## src/rtl/display_timing_gen_if.sv

```systemverilog
// Raster timing bundle: pixel enable in, coordinates/syncs/strobes out.
// DISPLAY_TIMING_FRAME_CNT_EN adds the frame_count output.
interface display_timing_gen_if;
  logic       pix_en;
  logic [9:0] x;
  logic [9:0] y;
  logic       hsync;
  logic       vsync;
  logic       video_on;
  logic       line_start;
  logic       frame_start;
`ifdef DISPLAY_TIMING_FRAME_CNT_EN
  logic [15:0] frame_count;
`endif

  modport master (
    input  pix_en,
    output x, y, hsync, vsync,
    output video_on, line_start, frame_start
`ifdef DISPLAY_TIMING_FRAME_CNT_EN
    , output frame_count
`endif
  );

  modport slave (
    output pix_en,
    input  x, y, hsync, vsync,
    input  video_on, line_start, frame_start
`ifdef DISPLAY_TIMING_FRAME_CNT_EN
    , input frame_count
`endif
  );
endinterface

```

## src/rtl/display_timing_gen.sv

```systemverilog
// Raster timing generator: x/y counters, syncs, blanking and frame strobes.
// DISPLAY_TIMING_FRAME_CNT_EN enables a 16-bit frame counter output.
module display_timing_gen #(
  parameter int H_VISIBLE   = 640,
  parameter int H_FRONT     = 16,
  parameter int H_SYNC      = 96,
  parameter int H_BACK      = 48,
  parameter int V_VISIBLE   = 480,
  parameter int V_FRONT     = 10,
  parameter int V_SYNC      = 2,
  parameter int V_BACK      = 33,
  parameter bit SYNC_ACTIVE = 1'b0
) (
  input  logic p_clock,
  input  logic reset,
  display_timing_gen_if.master bus
);

  localparam int HT = H_VISIBLE + H_FRONT + H_SYNC + H_BACK;
  localparam int VT = V_VISIBLE + V_FRONT + V_SYNC + V_BACK;

  localparam logic [10:0] H_LAST = 11'(HT - 1);
  localparam logic [10:0] H_VIS  = 11'(H_VISIBLE);
  localparam logic [10:0] H_SB   = 11'(H_VISIBLE + H_FRONT);
  localparam logic [10:0] H_SE   = 11'(H_VISIBLE + H_FRONT + H_SYNC);
  localparam logic [10:0] V_LAST = 11'(VT - 1);
  localparam logic [10:0] V_VIS  = 11'(V_VISIBLE);
  localparam logic [10:0] V_SB   = 11'(V_VISIBLE + V_FRONT);
  localparam logic [10:0] V_SE   = 11'(V_VISIBLE + V_FRONT + V_SYNC);

  typedef enum logic {IDLE, RUN} state_t;

  state_t      state;
  state_t      state_n;
  logic [9:0]  x_n;
  logic [9:0]  y_n;
  logic [10:0] xc;
  logic [10:0] yc;
  logic [10:0] xn_w;
  logic [10:0] yn_w;
  logic        x_wrap;
  logic        y_wrap;
  logic        hs_n;
  logic        vs_n;
  logic        vo_n;

  assign xc     = {1'b0, bus.x};
  assign yc     = {1'b0, bus.y};
  assign x_wrap = (xc == H_LAST);
  assign y_wrap = (yc == V_LAST);

  always_ff @(posedge p_clock or posedge reset) begin
    if (reset) state <= IDLE;
    else       state <= state_n;
  end

  always_comb begin
    state_n = state;
    x_n     = bus.x;
    y_n     = bus.y;
    if (bus.pix_en) begin
      unique case (state)
        IDLE: begin
          x_n     = '0;
          y_n     = '0;
          state_n = RUN;
        end
        RUN: begin
          x_n = x_wrap ? '0 : bus.x + 10'd1;
          if (x_wrap)
            y_n = y_wrap ? '0 : bus.y + 10'd1;
        end
      endcase
    end
  end

  // Flags derive from the next coordinates so every output names one pixel
  assign xn_w = {1'b0, x_n};
  assign yn_w = {1'b0, y_n};
  assign hs_n = (xn_w >= H_SB && xn_w < H_SE) ? SYNC_ACTIVE : ~SYNC_ACTIVE;
  assign vs_n = (yn_w >= V_SB && yn_w < V_SE) ? SYNC_ACTIVE : ~SYNC_ACTIVE;
  assign vo_n = (xn_w < H_VIS) && (yn_w < V_VIS);

  always_ff @(posedge p_clock or posedge reset) begin
    if (reset) begin
      bus.x           <= '0;
      bus.y           <= '0;
      bus.hsync       <= ~SYNC_ACTIVE;
      bus.vsync       <= ~SYNC_ACTIVE;
      bus.video_on    <= 1'b0;
      bus.line_start  <= 1'b0;
      bus.frame_start <= 1'b0;
    end else if (bus.pix_en) begin
      bus.x           <= x_n;
      bus.y           <= y_n;
      bus.hsync       <= hs_n;
      bus.vsync       <= vs_n;
      bus.video_on    <= vo_n;
      bus.line_start  <= (x_n == '0);
      bus.frame_start <= (x_n == '0) && (y_n == '0);
    end else begin
      bus.line_start  <= 1'b0;
      bus.frame_start <= 1'b0;
    end
  end

`ifdef DISPLAY_TIMING_FRAME_CNT_EN
  logic fc_inc;
  assign fc_inc = bus.pix_en && (state == RUN) && x_wrap && y_wrap;

  always_ff @(posedge p_clock or posedge reset) begin
    if (reset)       bus.frame_count <= '0;
    else if (fc_inc) bus.frame_count <= bus.frame_count + 16'd1;
  end
`endif

endmodule

```

## src/flat_wrapper.sv

```systemverilog
// flat-port wrapper written by rule: the top's interface ports become plain ports
module display_timing_gen_flat 
#(
  parameter int H_VISIBLE   = 640,
  parameter int H_FRONT     = 16,
  parameter int H_SYNC      = 96,
  parameter int H_BACK      = 48,
  parameter int V_VISIBLE   = 480,
  parameter int V_FRONT     = 10,
  parameter int V_SYNC      = 2,
  parameter int V_BACK      = 33,
  parameter bit SYNC_ACTIVE = 1'b0
)
  (p_clock, reset, bus_pix_en, bus_x, bus_y, bus_hsync, bus_vsync, bus_video_on, bus_line_start, bus_frame_start);
  display_timing_gen_if bus_i ();
  input  logic p_clock;
  input  logic reset;
  input wire logic [$bits(bus_i.pix_en)-1:0] bus_pix_en;
  output wire logic [$bits(bus_i.x)-1:0] bus_x;
  output wire logic [$bits(bus_i.y)-1:0] bus_y;
  output wire logic [$bits(bus_i.hsync)-1:0] bus_hsync;
  output wire logic [$bits(bus_i.vsync)-1:0] bus_vsync;
  output wire logic [$bits(bus_i.video_on)-1:0] bus_video_on;
  output wire logic [$bits(bus_i.line_start)-1:0] bus_line_start;
  output wire logic [$bits(bus_i.frame_start)-1:0] bus_frame_start;
  assign bus_i.pix_en = bus_pix_en;
  assign bus_x = bus_i.x;
  assign bus_y = bus_i.y;
  assign bus_hsync = bus_i.hsync;
  assign bus_vsync = bus_i.vsync;
  assign bus_video_on = bus_i.video_on;
  assign bus_line_start = bus_i.line_start;
  assign bus_frame_start = bus_i.frame_start;
  display_timing_gen #(.H_VISIBLE(H_VISIBLE), .H_FRONT(H_FRONT), .H_SYNC(H_SYNC), .H_BACK(H_BACK), .V_VISIBLE(V_VISIBLE), .V_FRONT(V_FRONT), .V_SYNC(V_SYNC), .V_BACK(V_BACK), .SYNC_ACTIVE(SYNC_ACTIVE)) u_core (.p_clock(p_clock), .reset(reset), .bus(bus_i));
endmodule
```

## config.mk

```make
export PLATFORM = sky130hd
export DESIGN_NAME = display_timing_gen_flat
export DESIGN_NICKNAME = d
export VERILOG_FILES = /design/src/rtl/display_timing_gen_if.sv /design/src/rtl/display_timing_gen.sv /design/src/flat_wrapper.sv
export SDC_FILE = /design/constraint.sdc
export NUM_CORES = 1
export LEC_CHECK = 0
export ABC_AREA = 1
export BUFFER_PORTS_ARGS = -buffer_cell sky130_fd_sc_hd__clkbuf_2
export CAP_MARGIN = 20
export CORE_MARGIN = 5
export CORE_UTILIZATION = 25
export DETAILED_ROUTE_END_ITERATION = 16
export MAX_ROUTING_LAYER = met4
export PLACE_DENSITY = 0.42
export SYNTH_ARGS = -nofsm -noshare
export SYNTH_HDL_FRONTEND = slang
export SYNTH_SLANG_ARGS = --single-unit
```

## constraint.sdc

```tcl
create_clock -name p_clock -period 3.2 [get_ports p_clock]
set_input_delay 0.48 -clock p_clock [delete_from_list [all_inputs] [get_ports p_clock]]
set_output_delay 0.48 -clock p_clock [all_outputs]
set_load 0.02 [all_outputs]
```

==> results.yml <==
run_status:
  status: "completed"
worst_setup_path:
  crit_fanout: 10
  crit_type: "flip-flop to flip-flop"
  end_kind: "flip-flop"
  reg2reg_depth: 13
  rrSetupSlack_ps: 1110
  r2r-start: "u_core.bus.x[0]"
  cp.required_ps: 3410
  cp.arrival_ps: 2300
  start_kind: "flip-flop"
  regToRegEndpoint: "u_core.bus.frame_start"
synth:
  yosysTopAreaCell: "dfrtp_1"
  synth_top_area_share_pct: 29.7
  synthDistinctLibCells: 32
  ys_seq_area_share_pct: 32.3
  syn_avg_cell_area_um2: 6.52
  synth_cells: 310
  synth.mux.area_fraction_pct: 0
  syn_area_um2: 2020
  synthTopCellsByArea: "dfrtp_1, nand2_1, nand3_1"
  synth_xor_area_share_pct: 1.30
  syn-num-nets: 316
  synthAdderAreaFrac_pct: 1.86
  synth_top_family_by_area: "simple AND/OR/NAND/NOR gates"
  synthSimpleGateAreaFrac_pct: 52.2
  synth-compound-area-share_pct: 2.29
  synth_seq_cells: 26
  yosysWarnings: 0
clock_network:
  cts_buffer_depth: 2
  clockRootBuffer: "clkbuf_8"
  hold_buffers: 0
  path_clk_slew_ps: 100
  cts-resized-gates: 0
  htree_num_levels: 1
  cts_post_setup_buffers_inserted: 0
  cts_tree: "yes"
  numCtsBuffers: 3
  cts.sinks: 26
  clkLatencyLatePin_ps: 270
sta:
  drv_slew: 0
  rsz0062_at_grt: "no"
  finalWorstSetupSlack_ps: 1110
  period_share_pct: 65.4
  worst_pin_slew_ps: 502
  fin_tns_setup_ps: 0
  relSlewSlack_pct: 66.4
  fin_crit_ps: 2090
  hold_viol: 0
  clock-skew-final_ps: 2.50
  setup_viol_count_final: 0
  fmax_mhz: 478
global_routing:
  grt-ovfl-total: 0
  grt_pass1_wl_mm: 9.94
  grt.total_usage_pct: 12.6
  antenna_found_initial: 0
  grt_max_degree: 27
  grt_pass1_vias: 1921
placed_design:
  place_area_um2: 2260
  place_congestion: 0.794
  io_buffers: 27
  dp.cells: 434
  pre_cts_slack_ps: 1000
  dp_hpwl_mm: 4.54
finish:
  final_nets: 344
  syn_to_final_growth_pct: 16.9
  num_antenna_cells: 0
  instances_no_fill: 439
  finish.instance_area_um2: 2360
  final_common_cell: "nand2_1"
  drive_above_1_share_pct: 19.6
  final_cell_mix: "nand2_1, inv_1, nor2_1, nand3_1, clkbuf_2"
route:
  wire_per_inst_um: 13.4
  drc: 0
  drt_first_pass_iters: 4
  via_per_inst: 4.46
  dr_total_vias: 1958
  drt_iter0_drc: 82
  wl_mm: 5.87
  route.antenna.remaining_nets: 0
pwr:
  max-vdd-ir-drop_uv: 230
  clockPowerShare_pct: 26.5
  p_comb_share_pct: 32.3
  power_density_nw_per_um2: 449
  p_total_mw: 1.06
  p_sw_uw: 410
  switching_share_pct: 38.6
  p_seq_share_pct: 41.2
  leakage_nw: 1.26
  intPower_uw: 652
job:
  maxCapViolations: 0
floorplan:
  die_x_um: 99.9
  dieHeight_um: 99.9
  num_rows: 32
  io_pins: 28
  core_area_um2: 7810
  die_area_um2: 9990
  initial_utilization_pct: 25.9
worst_hold_path:
  hold_path.class: "input pin to async pin"
stage by stage:
stage / util, % / hold WS, ps
floorplan: - / 519
global placement: 29.0 / 492
detailed placement: 29.0 / 491
CTS: 29.9 / 459
global route: 30.3 / 106
finish: 30.3 / 96.0
worst max-delay path, cell delays in order, from the launching register on:
cell and delay (ps):
dfrtp_1 500, ha_1 270, nand2_2 110, nor2_8 200
nand3_4 150, nand2_8 140, nand2_1 80, nand2_1 90
nand3_1 70, nor2_1 100, nand2_1 70, nor2_1 80
nand2_1 80, nor2_1 90
kinds of logic (layout without fill, tap and decap cells):
kind of cell / count (synthesis) / after routing
flip-flops: 26 / 26
adder cells (fa/ha/maj): 3 / 3
AND/OR/NAND/NOR: 218 / 218
buffers and inverters: 53 / 80
AO/OA/AOI/OAI: 7 / 7
XOR/XNOR: 3 / 3
cell type report:
| class | instances | area, µm² |
|---|---|---|
| clock buffer | 3 | 41.3 |
| clock inverter | 1 | 30.0 |
| fill | 874 | 5440 |
| inverter | 48 | 183 |
| multi-input combinational | 231 | 1170 |
| sequential | 26 | 653 |
| tap | 102 | 128 |
| timing repair buffer | 28 | 163 |
power by group through the flow:
stage | registers (mW) | logic, mW | clock network, mW
finish | 0.438 | 0.343 | 0.281
global route | 0.448 | 0.384 | 0.301
CTS | 0.440 | 0.346 | 0.290
detailed placement | 0.446 | 0.345 | 0
global placement | 0.447 | 0.347 | 0
floorplan | 0.475 | 0.209 | 0
synth_stat cells, drive strengths merged:
| master | count |
|---|---|
| xnor2 | 1 |
| nand4 | 13 |
| nor3 | 1 |
| o21bai | 1 |
| clkinv | 1 |
| a21oi | 1 |
| o22ai | 2 |
| dfstp | 2 |
| nand3 | 40 |
| nor2 | 47 |
| xor2 | 2 |
| dfrtp | 24 |
| inv | 47 |
| clkbuf | 5 |
| ha | 3 |
| o21ai | 3 |
| nand2 | 116 |
| or2 | 1 |
how the worst max path moves through the flow:
| stage | start | endpoint | slack (ps) |
|---|---|---|---|
| global route | u_core.bus.x[0] | u_core.bus.frame_start | 830 |
| finish | u_core.bus.x[0] | u_core.bus.frame_start | 1110 |
| floorplan | u_core.bus.x[0] | u_core.bus.frame_start | 1300 |
| global placement | bus_pix_en | u_core.bus.frame_start | 1060 |
| detailed placement | bus_pix_en | u_core.bus.frame_start | 1000 |
| CTS | u_core.bus.x[0] | u_core.bus.frame_start | 1080 |
layer usage:
| layer | wire length, µm | global-route usage, % | vias to the layer above |
|---|---|---|---|
| li1 | - | - | 1019 |
| met1 | 2910 | 17.1 | 909 |
| met2 | 2850 | 20.6 | 28 |
| met3 | 74 | 0.625 | 2 |
| met4 | 36 | 3.05 | 0 |
| met5 | 0 | - | - |
registers in the layout, indices dropped and copies added (netlist names):
register	count
u_core.bus.vsync	1
u_core.bus.line_start	1
u_core.state	1
u_core.bus.y	10
u_core.bus.video_on	1
u_core.bus.hsync	1
u_core.bus.frame_start	1
u_core.bus.x	10
Note: power is estimated with default switching activity, not from simulation.
